`src/rtl/clk_div_pkg.sv`:
```
// Shared constants and the divisor clamp helper for the programmable clock divider.
package clk_div_pkg;

  localparam int CLK_DIV_MIN     = 2;
  localparam int CLK_DIV_WIDTH   = 16;
  localparam int CLK_DIV_DEFAULT = 4;

  // True when a requested divisor must be raised to the minimum ratio.
  function automatic logic clamp_needed(input logic [31:0] div);
    return (div < 32'(CLK_DIV_MIN));
  endfunction

endpackage

```
`src/rtl/clk_div_shadow.sv`:
```
// Shadow divisor register with valid/ready handshake; released by the counter's apply strobe.
module clk_div_shadow
  import clk_div_pkg::*;
#(
  parameter int WIDTH = CLK_DIV_WIDTH
) (
  input  logic             original_clk,
  input  logic             reset,
  input  logic [WIDTH-1:0] div_in,
  input  logic             div_valid,
  input  logic             apply,
  output logic             div_ready,
  output logic             pending,
  output logic [WIDTH-1:0] shadow_div
);

  logic [31:0]      div_in_ext;
  logic [WIDTH-1:0] div_clamped;

  assign div_in_ext  = 32'(div_in);
  assign div_clamped = clamp_needed(div_in_ext) ? WIDTH'(CLK_DIV_MIN) : div_in;
  assign div_ready   = !pending;

  // A transfer can only happen while nothing is pending, and apply only matters
  // while something is, so the two branches never compete for the same edge.
  always_ff @(posedge original_clk or posedge reset) begin
    if (reset) begin
      shadow_div <= '0;
      pending    <= 1'b0;
    end else if (div_valid && !pending) begin
      shadow_div <= div_clamped;
      pending    <= 1'b1;
    end else if (apply) begin
      pending    <= 1'b0;
    end
  end

endmodule

```
`src/rtl/clk_div_prog.sv`:
```
// Runtime-programmable integer clock divider with glitch-free ratio changes at period wraps.
// Optional restart input enabled by defining CLK_DIV_SYNC_EN.
module clk_div_prog
  import clk_div_pkg::*;
#(
  parameter int WIDTH       = CLK_DIV_WIDTH,
  parameter int DEFAULT_DIV = CLK_DIV_DEFAULT
) (
  input  logic             original_clk,
  input  logic             reset,
  input  logic [WIDTH-1:0] div_in,
  input  logic             div_valid,
`ifdef CLK_DIV_SYNC_EN
  input  logic             sync,
`endif
  output logic             div_ready,
  output logic             new_clk,
  output logic             tick,
  output logic [WIDTH-1:0] div_active
);

  localparam logic [WIDTH-1:0] ONE = WIDTH'(1);

  logic [WIDTH-1:0] cnt;
  logic [WIDTH-1:0] cnt_next;
  logic [WIDTH-1:0] div_last;
  logic [WIDTH-1:0] half;
  logic             wrap;
  logic             pending;
  logic [WIDTH-1:0] shadow_div;

  assign cnt_next = cnt + ONE;
  assign div_last = div_active - ONE;
  // (D+1)>>1 without needing an extra bit for D+1
  assign half     = (div_active >> 1) + {{(WIDTH-1){1'b0}}, div_active[0]};

`ifdef CLK_DIV_SYNC_EN
  assign wrap = sync || (cnt == div_last);
`else
  assign wrap = (cnt == div_last);
`endif

  clk_div_shadow #(
    .WIDTH(WIDTH)
  ) u_shadow (
    .original_clk(original_clk),
    .reset       (reset),
    .div_in      (div_in),
    .div_valid   (div_valid),
    .apply       (wrap),
    .div_ready   (div_ready),
    .pending     (pending),
    .shadow_div  (shadow_div)
  );

  // Reset parks the counter one step before the wrap so the first edge starts a period.
  always_ff @(posedge original_clk or posedge reset) begin
    if (reset) begin
      cnt        <= WIDTH'(DEFAULT_DIV - 1);
      div_active <= WIDTH'(DEFAULT_DIV);
      new_clk    <= 1'b0;
      tick       <= 1'b0;
    end else if (wrap) begin
      cnt     <= '0;
      new_clk <= 1'b1;
      tick    <= 1'b1;
      if (pending) begin
        div_active <= shadow_div;
      end
    end else begin
      cnt  <= cnt_next;
      tick <= 1'b0;
      if (cnt_next == half) begin
        new_clk <= 1'b0;
      end
    end
  end

endmodule

```
`config.mk`:
```
export PLATFORM = sky130hd
export DESIGN_NAME = clk_div_prog
export DESIGN_NICKNAME = d
export VERILOG_FILES = /design/src/rtl/clk_div_pkg.sv /design/src/rtl/clk_div_shadow.sv /design/src/rtl/clk_div_prog.sv
export SDC_FILE = /design/constraint.sdc
export NUM_CORES = 1
export LEC_CHECK = 0
export ABC_CLOCK_PERIOD_IN_PS = 2790
export CAP_MARGIN = 0
export CORE_MARGIN = 2
export CORE_UTILIZATION = 53
export CTS_BUF_LIST = sky130_fd_sc_hd__clkbuf_4
export CTS_CLUSTER_SIZE = 10
export DETAILED_ROUTE_END_ITERATION = 7
export PLACE_DENSITY = 0.84
export SYNTH_ARGS = -nofsm -noshare
export SYNTH_HDL_FRONTEND = slang
export SYNTH_HIERARCHICAL = 1
export SYNTH_SLANG_ARGS = --single-unit
```
`constraint.sdc`:
```
create_clock -name original_clk -period 2.79 [get_ports original_clk]
set_input_delay 0.6975 -clock original_clk [delete_from_list [all_inputs] [get_ports original_clk]]
set_output_delay 0.6975 -clock original_clk [all_outputs]
set_load 0.02 [all_outputs]
```
# [Word-level counts from Yosys, hierarchy flattened]
# Index checks and enable logic that the tools add are counted.
[classes] n_reduce_logical=5 n_mul=0 addsub=3 shift=0 n_eq_ne=2 bitwise=0 muxes=7 n_lt_le_gt_ge=1 n_div=0
[op_table] cell="16-bit equality test" count=2
[op_table] cell="16-bit two-way mux" count=2
[op_table] cell="15-bit by 1-bit adder with 16-bit output" count=1
[op_table] cell="16-bit by 1-bit adder with 16-bit output, second input constant" count=1
[op_table] cell="16-bit by 2-bit < comparator with 1-bit output, second input constant" count=1
[op_table] cell="16-bit by 1-bit subtractor with 16-bit output, second input constant" count=1
[op_table] cell="1-bit two-way mux" count=5
[op_table] cell="2-bit nonzero test" count=2
[op_table] cell="2-bit AND reduction" count=1
[op_table] cell="1-bit logical AND" count=1
[op_table] cell="1-bit zero test" count=1
[word_totals] out_inout_bits=19 rom_bits=0 latchBits=0 ramBits=0 mem_count=0 ff_bits=51 wordCells=24

# [Longest topological paths before layout]
[depth] word_depth=4 depth_mapped=12

# [Modules after synthesis]
# Netlist, hierarchy kept.
[by_module_without_submodules] mod="clk_div_prog" n_inst=1 cells_each=282 area_per_inst_um2=2710.1
[by_module_without_submodules] mod="clk_div_shadow" n_inst=1 cells_each=76 area_per_inst_um2=713.2

# [Least setup slack after synthesis]
# Ideal clock, no wire load.
[synth_path] path_kind="register to register" startpoint="register div_active[0]" endpoint="register div_active[0]" path_buffers=2 period_less_slack_ps=3018 path_stages_with_launch=12 setup_ps=125 path_slack_ps=-228 arrival_ps=2893 cell_sequence="dfrtp_1 > inv_1 > ha_1 > clkbuf_1 > nor3b_1 > xnor2_1 > nand4_1 > nand4b_1 > a2111oi_4 > nand3_4 > buf_6 > mux2_4"
[synth_via] elab_chain_len=3
[synth_rtl] item="start: declaration" line="clk_div_prog.sv:19" rtl="output logic [WIDTH-1:0] div_active"
[synth_rtl] item="start signal: assignment" line="clk_div_prog.sv:60" rtl="div_active <= WIDTH'(DEFAULT_DIV);"
[synth_rtl] item="start signal: assignment" line="clk_div_prog.sv:68" rtl="div_active <= shadow_div;"
[synth_rtl] item="16-bit by 1-bit subtractor with 16-bit output" line="clk_div_prog.sv:33" rtl="assign div_last = div_active - ONE;"
[synth_rtl] item="16-bit equality test" line="clk_div_prog.sv:40" rtl="assign wrap = (cnt == div_last);"
[synth_rtl] item="2-bit AND reduction (no source line)"
# Every way passes these cells.
# A chain may end at the register's enable or synchronous reset.

# [Final worst setup path]
[layout_path] startpoint="register div_active[10]" endpoint="register div_active[7]"
# The elaborated chain is that of the path after synthesis.

==> flow_summary.json <==
{
  "crit_type": "reg -> reg",
  "regArea_um2": 1280,
  "core_area_um2": 6310,
  "synthesis.area_um2": 3420,
  "min_period_ps": 2750,
  "ys_async_sr_fraction_pct": 100,
  "ys_ff_latch": 51,
  "wl_per_cell_um": 17.0,
  "drive_gt1_share_pct": 20.9,
  "clk_path_buf_depth": 2,
  "max_freq_ghz": 0.363,
  "slew_violations": 0,
  "dp_cells": 479,
  "layout.nets": 439,
  "critical_path.max_fanout": 16,
  "worstPathArrival_ps": 3030,
  "cp_slowest_cell": "dfrtp_1",
  "nFillCells": 509,
  "portBuffers": 37,
  "rr_endpoint": "div_active[7]$_DFFE_PP0P_",
  "drcViolationCount": 0,
  "cts_tree": "built",
  "whs_ps": 499,
  "rrSetupSlack_ps": 40,
  "path_clk_slew_ps": 150,
  "die_x_um": 84.4,
  "p_leak_nw": 1.87,
  "min_to": "u_shadow/shadow_div[5]$_DFFE_PP0P_",
  "placed_cell_area_um2": 4040,
  "areaGrowthSynthToFinish_pct": 22.6,
  "r2r_cells": 8,
  "die_h_um": 84.4,
  "synthTopCellsByArea": "dfrtp_1 (35%), xnor2_1 (7.9%), nand2_1 (5.4%)",
  "synth_xor_area_share_pct": 14.4,
  "via_per_inst": 5.86,
  "synth-compound-area-share_pct": 10.2,
  "multiInputGateArea_um2": 2040,
  "relSlewSlack_pct": 56.2,
  "min_from": "u_shadow/shadow_div[5]$_DFFE_PP0P_",
  "synth_edf_count": 0,
  "p_int_w": 0.000880,
  "cts-root-buf": "clkbuf_4",
  "cts_made_buffers": 5,
  "synthesis.nets": 381,
  "num_vias": 2894,
  "vdd_drop_max_mv": 0.217,
  "globalplace.congestion": 1.07,
  "mostFrequentLayoutCells": "nand2_1 (49), dfrtp_1 (45), clkdlybuf4s50_1 (37)",
  "first_global_vias": 2868,
  "grt-ovfl-total": 0,
  "wirelength_mm": 8.38,
  "status": "complete, no violations",
  "slowest_delay_ps": 500,
  "yosys_warnings": 6,
  "crit_required_ps": 3060,
  "antenna_cells": 0,
  "ant_nets": 0,
  "worstSetupEndpointType": "register",
  "drtPass1Iterations": 5,
  "worst_clock_skew_ps": 8.83,
  "path_cells": "nor3_1 > nand3_1 > or3_1 > a21o_1 > a2111oi_4 > nand3_4 > buf_12 > mux2_4",
  "power_switching_w": 0.000291,
  "worst_pin_slew_ps": 657,
  "place_hpwl_mm": 6.43,
  "hold_class": "reg -> reg",
  "cts-htree-levels": 2,
  "final_cell_area_um2": 4200,
  "drt_iter0_drc": 189,
  "layout.cells.non_filler": 494,
  "synth.avg_cell_area_um2": 9.56,
  "synth_top_cell_area_share_pct": 35.1,
  "setup_viol": 0,
  "synth_flop_cell": "dfrtp_1",
  "power_frac_comb_pct": 5.2,
  "seq_area_frac_synth_pct": 37.4,
  "grt_usage_pct": 24.2,
  "synth_area_leader_cell": "dfrtp_1",
  "grt_max_degree": 18,
  "seqPwrFrac_pct": 64.7,
  "clk_latency_ps": 380,
  "synth-simple-area-share_pct": 24.9,
  "yosysUniqueCellTypes": 64,
  "whs_path_depth": 2,
  "num_rows": 29,
  "hold_viol": 0,
  "reg2reg_from": "div_active[10]$_DFFE_PP0P_",
  "rsz0062_at_grt": "yes",
  "final_common_cell": "nand2_1",
  "clockPowerShare_pct": 30.0,
  "cap_violations": 0,
  "cts_sinks": 51,
  "startpoint_type": "register",
  "pin_count": 38,
  "start_util_pct": 54.2,
  "p_per_area_nw_per_um2": 279,
  "antenna_found_initial": 0,
  "swShare_pct": 24.8,
  "synthAdderAreaFrac_pct": 1.46,
  "cts_hold_buf": 0,
  "synthMuxAreaShare_pct": 6.94,
  "grt_first_pass_wirelength_mm": 13.9,
  "die-area_um2": 7120,
  "fin_crit_sh_pct": 98.7,
  "syn-instance-count": 358,
  "synth_top_family_by_area": "simple AND/OR/NAND/NOR gates"
}
-- critical path, delay by kind of cell, from the launching register on --
family / cells / cell delay (ps)
AOI/OAI and AO/OA: 2 / 600
muxes: 1 / 300
DFF: 1 / 500
and+or+nand+nor: 4 / 1060
buffers and inverters: 1 / 180
-- sequential cells by signal, summed over array words and instances, names as in the netlist --
register,flops
cnt,16
div_active,16
new_clk,1
tick,1
u_shadow/pending,1
u_shadow/shadow_div,16
-- final cells by class --
cell class | count | area share (%)
multi-input combinational | 271 | 48.7
sequential | 51 | 30.6
timing repair buffer | 74 | 15.9
tap | 77 | 2.30
inverter | 13 | 1.16
clock buffer | 5 | 0.894
clock inverter | 3 | 0.477
-- cell families after synthesis --
logic type | count (synthesis)
XOR/XNOR | 53
buffers and inverters | 36
AND/OR/NAND/NOR | 153
multiplexers | 18
flip-flops | 51
AO/OA/AOI/OAI | 43
adder cells (fa/ha/maj) | 4
-- power groups by stage --
stage	Clock (W)	Sequential (W)	Combinational (W)
6_report	0.000352	0.000758	0.0000614
3_3_place_gp	0	0.000771	0.0000610
3_5_place_dp	0	0.000772	0.0000627
4_1_cts	0.000355	0.000758	0.0000628
2_1_floorplan	0	0.000770	0.0000231
5_1_grt	0.000377	0.000760	0.0000696
-- worst max-delay path by stage --
stage                     cells past startpoint                        end                  startpoint  slack [ps]
after global routing                         10  div_active[0]$_DFFE_PP0P_   div_active[0]$_DFFE_PP0P_         -70
after global placement                        8        new_clk$_DFFE_PP0P_            cnt[1]$_DFF_PP1_          20
after CTS                                    10  div_active[0]$_DFFE_PP0P_   div_active[1]$_DFFE_PP0P_          10
after detailed placement                      8        new_clk$_DFFE_PP0P_            cnt[1]$_DFF_PP1_         -40
final                                         8  div_active[7]$_DFFE_PP0P_  div_active[10]$_DFFE_PP0P_          40
after floorplan                              10  div_active[0]$_DFFE_PP0P_   div_active[0]$_DFFE_PP0P_         -20
-- cell usage after synthesis, drive strengths merged, types with 3 or more instances --
cell type	number
a21o	3
a21oi	5
a2bb2oi	4
and3	3
and4	3
buf	10
clkbuf	13
dfrtp	48
dfstp	3
ha	4
inv	13
mux2	16
nand2	49
nand3	17
nand4	14
nor2	20
nor3	15
nor4	11
o21a	3
o21ai	6
o22ai	4
xnor2	31
xor2	20
-- timing repair --
item                       in CTS  in global routing
setup endpoints to repair       1                 32
gates resized for setup         1                 10
buffers inserted                0                  7
pin swaps                       0                  5
-- through the flow --
step | setup TNS (ps) | utilization [%] | power [W] | worst slack (ps)
6_report | 0 | 66.5 | 0.00117 | 36.7
5_1_grt | -897 | 66.5 | 0.00121 | -72.7
4_1_cts | 0 | 65.1 | 0.00118 | 11.0
3_5_place_dp | -44.0 | 64.1 | 0.000835 | -44.0
3_3_place_gp | 0 | 64.1 | 0.000832 | 15.4
2_1_floorplan | -129 | - | 0.000793 | -15.3
-- layer usage --
| metal | track usage [%] | routed length [um] |
|---|---|---|
| met5 | 0 | 0 |
| met4 | 6.06 | 150 |
| met3 | 3.44 | 385 |
| met2 | 41.9 | 4260 |
| met1 | 32.2 | 3580 |
No activity file was read; power rests on OpenSTA's default activity.
